`src/rtl/sram_ctrl_pkg.sv`:
```
// Shared types and helpers for the 1RW SRAM request controller.
//   state_t   : controller FSM states (zero-fill, then normal operation)
//   cnt_w()   : width of a 0..depth occupancy counter
package sram_ctrl_pkg;

  typedef enum logic {
    ST_INIT = 1'b0,
    ST_RUN  = 1'b1
  } state_t;

  // Default response buffer depth and the matching occupancy counter width.
  localparam int RESP_DEPTH_DEF = 3;
  localparam int RESP_CNT_W_DEF = $clog2(RESP_DEPTH_DEF + 1);

  function automatic int cnt_w(input int depth);
    return $clog2(depth + 1);
  endfunction

endpackage

```
`src/rtl/sram_resp_fifo.sv`:
```
// Registered synchronous FIFO that buffers SRAM read data.
//   clk, rst_n      : clock, asynchronous active-low reset (pointers/count only)
//   push, push_data : write one entry
//   pop, pop_data   : head entry is always presented on pop_data; pop removes it
//   full, empty     : occupancy flags
//   count           : number of entries held (0..RESP_DEPTH)
module sram_resp_fifo
  import sram_ctrl_pkg::*;
#(
  parameter int BITS       = 64,
  parameter int RESP_DEPTH = 3
) (
  input  logic                         clk,
  input  logic                         rst_n,
  input  logic                         push,
  input  logic [BITS-1:0]              push_data,
  input  logic                         pop,
  output logic [BITS-1:0]              pop_data,
  output logic                         full,
  output logic                         empty,
  output logic [cnt_w(RESP_DEPTH)-1:0] count
);

  localparam int CW    = cnt_w(RESP_DEPTH);
  localparam int PTR_W = (RESP_DEPTH > 1) ? $clog2(RESP_DEPTH) : 1;
  localparam logic [PTR_W-1:0] PTR_LAST = PTR_W'(RESP_DEPTH - 1);

  logic [BITS-1:0]  mem [RESP_DEPTH];
  logic [PTR_W-1:0] wr_ptr;
  logic [PTR_W-1:0] rd_ptr;
  logic             do_pop;

  assign do_pop   = pop && !empty;
  assign empty    = (count == '0);
  assign full     = (count == CW'(RESP_DEPTH));
  // Head is read straight from storage; it cannot change until popped.
  assign pop_data = mem[rd_ptr];

  always_ff @(posedge clk) begin
    if (push) begin
      mem[wr_ptr] <= push_data;
    end
  end

  always_ff @(posedge clk or negedge rst_n) begin
    if (!rst_n) begin
      wr_ptr <= '0;
      rd_ptr <= '0;
      count  <= '0;
    end else begin
      if (push) begin
        wr_ptr <= (wr_ptr == PTR_LAST) ? '0 : wr_ptr + PTR_W'(1);
      end
      if (do_pop) begin
        rd_ptr <= (rd_ptr == PTR_LAST) ? '0 : rd_ptr + PTR_W'(1);
      end
      case ({push, do_pop})
        2'b10:   count <= count + CW'(1);
        2'b01:   count <= count - CW'(1);
        default: count <= count;
      endcase
    end
  end

endmodule

```
`src/rtl/sram_1rw_req_ctrl.sv`:
```
// Requester-side controller for a single-port 1RW SRAM macro.
// Converts a valid/ready request stream into macro cycles and returns read
// data, in order, on a valid/ready response stream. Optionally zero-fills
// the whole array after reset before accepting requests.
//   clk, rst_n                       : clock, asynchronous active-low reset
//   req_valid/req_ready              : request handshake
//   req_addr/req_we/req_wdata/req_wmask : request payload (wmask 1 = write bit)
//   resp_valid/resp_ready/resp_rdata : read response handshake and data
//   init_done                        : high once normal operation has begun
//   sram_ce/we/addr/wd/wmask         : macro control, sampled by macro at posedge
//   sram_rd                          : macro read data, valid the cycle after a read
module sram_1rw_req_ctrl
  import sram_ctrl_pkg::*;
#(
  parameter int BITS       = 64,
  parameter int WORD_DEPTH = 16384,
  parameter int ADDR_WIDTH = 14,
  parameter int RESP_DEPTH = 3,
  parameter int INIT_ZERO  = 1
) (
  input  logic                  clk,
  input  logic                  rst_n,
  input  logic                  req_valid,
  output logic                  req_ready,
  input  logic [ADDR_WIDTH-1:0] req_addr,
  input  logic                  req_we,
  input  logic [BITS-1:0]       req_wdata,
  input  logic [BITS-1:0]       req_wmask,
  output logic                  resp_valid,
  input  logic                  resp_ready,
  output logic [BITS-1:0]       resp_rdata,
  output logic                  init_done,
  output logic                  sram_ce,
  output logic                  sram_we,
  output logic [ADDR_WIDTH-1:0] sram_addr,
  output logic [BITS-1:0]       sram_wd,
  output logic [BITS-1:0]       sram_wmask,
  input  logic [BITS-1:0]       sram_rd
);

  localparam int CW = cnt_w(RESP_DEPTH);
  localparam int UW = CW + 1;
  localparam logic [ADDR_WIDTH-1:0] INIT_LAST = ADDR_WIDTH'(WORD_DEPTH - 1);

  state_t                state;
  logic [ADDR_WIDTH-1:0] init_cnt;
  logic                  rd_inflight;
  logic [CW-1:0]         buf_count;
  logic                  buf_full;
  logic                  buf_empty;
  logic                  resp_pop;
  logic [UW-1:0]         used;
  logic                  fire;

  // Credits come only from registered occupancy, so resp_ready never
  // reaches req_ready combinationally.
  assign used      = {1'b0, buf_count} + UW'(rd_inflight);
  // rst_n gating keeps the handshake and macro strobes quiet while reset is
  // held, whatever state the FSM resets into.
  assign req_ready = rst_n && (state == ST_RUN) && (used < UW'(RESP_DEPTH));
  assign fire      = req_valid && req_ready;

  assign resp_valid = !buf_empty;
  assign resp_pop   = resp_valid && resp_ready;

  always_ff @(posedge clk or negedge rst_n) begin
    if (!rst_n) begin
      state       <= (INIT_ZERO != 0) ? ST_INIT : ST_RUN;
      init_cnt    <= '0;
      init_done   <= 1'b0;
      rd_inflight <= 1'b0;
    end else begin
      case (state)
        ST_INIT: begin
          rd_inflight <= 1'b0;
          if (init_cnt == INIT_LAST) begin
            state     <= ST_RUN;
            init_cnt  <= '0;
            init_done <= 1'b1;
          end else begin
            init_cnt <= init_cnt + ADDR_WIDTH'(1);
          end
        end
        ST_RUN: begin
          init_done   <= 1'b1;
          rd_inflight <= fire && !req_we;
        end
        default: state <= ST_INIT;
      endcase
    end
  end

  always_comb begin
    sram_ce    = 1'b0;
    sram_we    = 1'b0;
    sram_addr  = req_addr;
    sram_wd    = req_wdata;
    sram_wmask = req_wmask;
    if (state == ST_INIT) begin
      sram_ce    = rst_n;
      sram_we    = rst_n;
      sram_addr  = init_cnt;
      sram_wd    = '0;
      sram_wmask = '1;
    end else begin
      sram_ce = fire;
      sram_we = fire && req_we;
    end
  end

  sram_resp_fifo #(
    .BITS       (BITS),
    .RESP_DEPTH (RESP_DEPTH)
  ) u_resp_fifo (
    .clk       (clk),
    .rst_n     (rst_n),
    .push      (rd_inflight),
    .push_data (sram_rd),
    .pop       (resp_pop),
    .pop_data  (resp_rdata),
    .full      (buf_full),
    .empty     (buf_empty),
    .count     (buf_count)
  );

  // The credit rule must make a push into a full, non-draining buffer impossible.
  a_no_overflow: assert property (@(posedge clk) disable iff (!rst_n)
    !(rd_inflight && buf_full && !resp_pop));

endmodule

```
`config.mk`:
```
export PLATFORM = sky130hd
export DESIGN_NAME = sram_1rw_req_ctrl
export DESIGN_NICKNAME = d
export VERILOG_FILES = /design/src/rtl/sram_ctrl_pkg.sv /design/src/rtl/sram_resp_fifo.sv /design/src/rtl/sram_1rw_req_ctrl.sv
export SDC_FILE = /design/constraint.sdc
export NUM_CORES = 1
export LEC_CHECK = 0
export ABC_AREA = 0
export ABC_CLOCK_PERIOD_IN_PS = 10900
export BUFFER_PORTS_ARGS = -buffer_cell sky130_fd_sc_hd__buf_2
export CORE_AREA = 2 2 164 166
export CTS_CLUSTER_SIZE = 40
export DETAILED_ROUTE_END_ITERATION = 8
export DIE_AREA = 0 0 166 168
export PLACE_DENSITY = 0.6
export SYNTH_ARGS = -nofsm -noshare
export SYNTH_HDL_FRONTEND = slang
export SYNTH_SLANG_ARGS = --single-unit
```
`constraint.sdc`:
```
create_clock -name clk -period 10.9 [get_ports clk]
set_clock_uncertainty 0.1 [all_clocks]
set_input_delay 1.635 -clock clk [delete_from_list [all_inputs] [get_ports clk]]
set_output_delay 1.635 -clock clk [all_outputs]
set_load 0.005 [all_outputs]
```
==> results.txt <==
Using the TritonRoute via totals, the vias-per-cell ratio works out to 4.61. Summed over all instances, the cell type with the most area after synthesis is edfxtp_1. In the synthesized netlist, the number of instances is 669. The number of setup buffers added after CTS is 0. For the pin with the worst max-slew slack, the measured transition is 0.940 ns. The tools report the initial antenna violation count as 5.

For the number of pins exceeding their max-slew limit in the final report, the log shows 0. Starting utilization of the core area: 34.9%. The xor and xnor fraction of the mapped netlist area is 1.33%. By startpoint and endpoint, the worst setup path is classified as in -> out. For this run, the share of the core covered by cells in the final layout is 47.1%. The area share of and/or/nand/nor cells after synthesis is 14.3%, and the area growth from synthesis to final layout is 34.9%. Once the clock tree was built, the resizer swapped 0 gates to a different size. After Yosys synthesis, full adders, half adders and majority gates account for 0.544% of the synthesized area.

The count of cell types in the netlist was 33. The number of buffers on the longest clock path is 3, and the fraction of synthesized area in multiplexers is 8.78%. The sequential share of the synthesized area was 68.9%.

STA classifies the critical path startpoint as an input port. After detailed placement, the design holds a cell count of 1398. The maximum net fanout on the critical path was 25.

The library cell used most frequently in the layout, excluding fill and tap cells, is buf_2. The post-layout minimum cycle time came out at 4.63 ns. The combinational family with the most area after synthesis was simple AND/OR/NAND/NOR gates. The final routed wire length divided by cell count was 20.1 um; the die height was 168 um.

The logs give 356 for the first-iteration detailed-routing DRC count and 2484 for the count of filler cells inserted in the layout. The share of layout cells above drive strength 1 was 44.6%; the total area of sequential cells was 0.00635 mm^2. The complex-gate fraction of the synthesized area was 4.13%; the area inside the core boundary was 0.0264 mm^2. Total count of hold-check failures in the final report: 0. For the worst setup path, the data required time is 9.17 ns.

The die outline width was 166 um. The number of placed I/O pins was 422. Final clock period utilization by the worst path: 42.5%. The number of nets in the synthesized netlist is 884.

Type of the tightest min-delay check: reg -> reg. After detailed placement, the total cell area comes to 0.0116 mm^2. Buffers inserted during clock tree synthesis total 24.

For the die area, the log shows 0.0279 mm^2. The worst vdd rail ir drop was 0.000127 V. In this run the cell area of the synthesized design comes to 0.00920 mm^2. The logs give 0.00269 mm^2 for the total area of multi-input combinational cells and 6636 for the via count of the first global-routing pass. Input and output buffers added on the ports amount to 421. The worst slew slack as a fraction of its limit is 37.2%, and the number of synthesized register bits is 215. The root cell of the clock tree was clkbuf_16. After routing, the total negative slack on setup checks comes to 0 ns. After synthesis, the cell types taking the most area are edfxtp_1 (63%), mux2i_1 (7.1%), dfrtp_1 (6.3%). The first detailed-routing pass ran for 5 iterations.

For this run, the number of standard cells in the final layout without fillers is 1444. The HPWL after detailed placement is 21800 um. The H-tree depth was 1; the pin count of the biggest net entering global routing was 101. For this run, the post-layout net count is 1298. Setup repair after global routing left no endpoint under its margin. The static power due to leakage was 5.15 nW; the worst-case hold slack was 0.366 ns. The tools report the routability-driven placement congestion ratio as 0.888.

The flow ran to the end, and the final reports show no timing, DRC or antenna violations. For the worst setup path, the data arrival time is 2.90 ns. The per-instance average area after synthesis was 13.8 um^2; the final setup violation count was 0. Clock-pin slew was measured on the worst setup and hold paths at 0.06 ns.

After detailed routing, the total wire length is 29000 um. Global routing finished with a remaining overflow of 0. Global routing consumed, over all layers together, 20.2% of the routing resources.

The library cells used most frequently in the layout, excluding fill and tap cells, are buf_2 (421), edfxtp_1 (192), nand2_1 (76). The number of design rule violations left after detail routing was 0; the power density over the cells was 173 mW/mm^2. For this design, the CTS-stage hold fixing added 0 buffers. Finished layout cell area: 0.0124 mm^2. TritonCTS built the clock tree. The top cell type by area accounts for 62.6% of the synthesized area.

The tools report the sink count of the clock tree as 215. At the later pin of the worst-skew pair, clock insertion delay measures 0.50 ns. The logs give 0.216 GHz for the highest achievable clock rate and 6654 for the overall via count from detail_route. The tools report the row count as 60. Yosys printed 0 warnings. The wire length of the first global-routing pass came out at 42400 um.

The tools report the endpoint kind of the worst setup timing path as an output pin. The run gives 0 as the total of max-cap violations. In this run the remaining antenna-violating nets after routing total 0.
[synth_stat cells]
cell      number
and2_1        65
mux2_2        14
xor2_1         7
o31ai_1        1
o21ai_0       67
and3_1         1
clkbuf_1      28
nand3_1        6
ha_1           4
nand4_1        3
and3_4         1
nor3_1         2
nor3b_1        1
edfxtp_1     192
or2_2          4
or3_1          1
and3b_1        1
buf_4          4
nand2b_1      65
inv_1          2
xnor2_1        7
a211oi_1       1
a21o_1         3
dfrtp_1       23
and4_4         3
buf_2          9
o211ai_1       1
and2b_1        1
and2_2         1
mux2i_1       65
nor2_1         9
and4_1         1
nand2_1       76
[routing by layer]
| metal | part of all wire, % | global-route usage, % |
|---|---|---|
| met2 | 47 | 33.6 |
| met1 | 42 | 25.7 |
| met4 | 1.7 | 4.61 |
| met5 | 0.065 | 0 |
| met3 | 9.2 | 6.93 |
[worst paths after layout]
check / end / slack (ns) / cells after the start / startpoint
max in group asynchronous: state / 9.22 / 1 / rst_n
max reg2reg: init_cnt[5] / 8.43 / 5 / state
max: sram_we / 6.27 / 6 / rst_n
min: init_done / 0.37 / 1 / init_done
min reg2reg: init_done / 0.37 / 1 / init_done
min in group asynchronous: rd_inflight / 1.03 / 1 / rst_n
[final cells by class]
| class | count | area share (%) |
|---|---|---|
| flip-flops and latches | 215 | 51.2 |
| multi-input cells | 411 | 21.7 |
| repair buffers | 429 | 17.5 |
| clock buffers | 31 | 5.22 |
| well taps | 341 | 3.44 |
| clock inverters | 12 | 0.907 |
| inverters | 2 | 0.0605 |
| diodes | 3 | 0.0605 |
[metrics by stage]
stage / total power (W) / setup WS [ns]
final: 0.00214 / 6.27
after CTS: 0.00218 / 6.22
after global routing: 0.00225 / 6.04
after detailed placement: 0.00140 / 6.22
after floorplan: 0.00119 / 5.11
after global placement: 0.00140 / 6.26
[state kept, by name (all words and copies together) (netlist names)]
signal              count
u_resp_fifo.wr_ptr      2
u_resp_fifo.mem       192
rd_inflight             1
init_done               1
u_resp_fifo.rd_ptr      2
init_cnt               14
u_resp_fifo.count       2
state                   1
[cells by family (layout without fill, tap and decap cells)]
family | after synthesis | count (layout)
compound gates | 73 | 73
xor+xnor | 14 | 14
fa+ha+maj | 4 | 4
buf+inv | 43 | 474
flops | 215 | 215
mux | 79 | 79
other cells | 0 | 3
simple gates | 241 | 241
[worst max-delay path: stages]
cell	delay, ns
buf_2	0.47
nand2_1	0.11
a211oi_1	0.34
nand3_1	0.12
nand2_1	0.11
buf_2	0.12
[where the power goes]
group | leakage [nW] | internal [W] | total, W | switching, W
Sequential | 2.02 | 0.000906 | 0.000953 | 0.0000469
Clock | 0.374 | 0.000466 | 0.000771 | 0.000305
Combinational | 2.75 | 0.000204 | 0.000420 | 0.000216
Total | 5.15 | 0.00158 | 0.00214 | 0.000568
(Power assumes the default switching activity.)
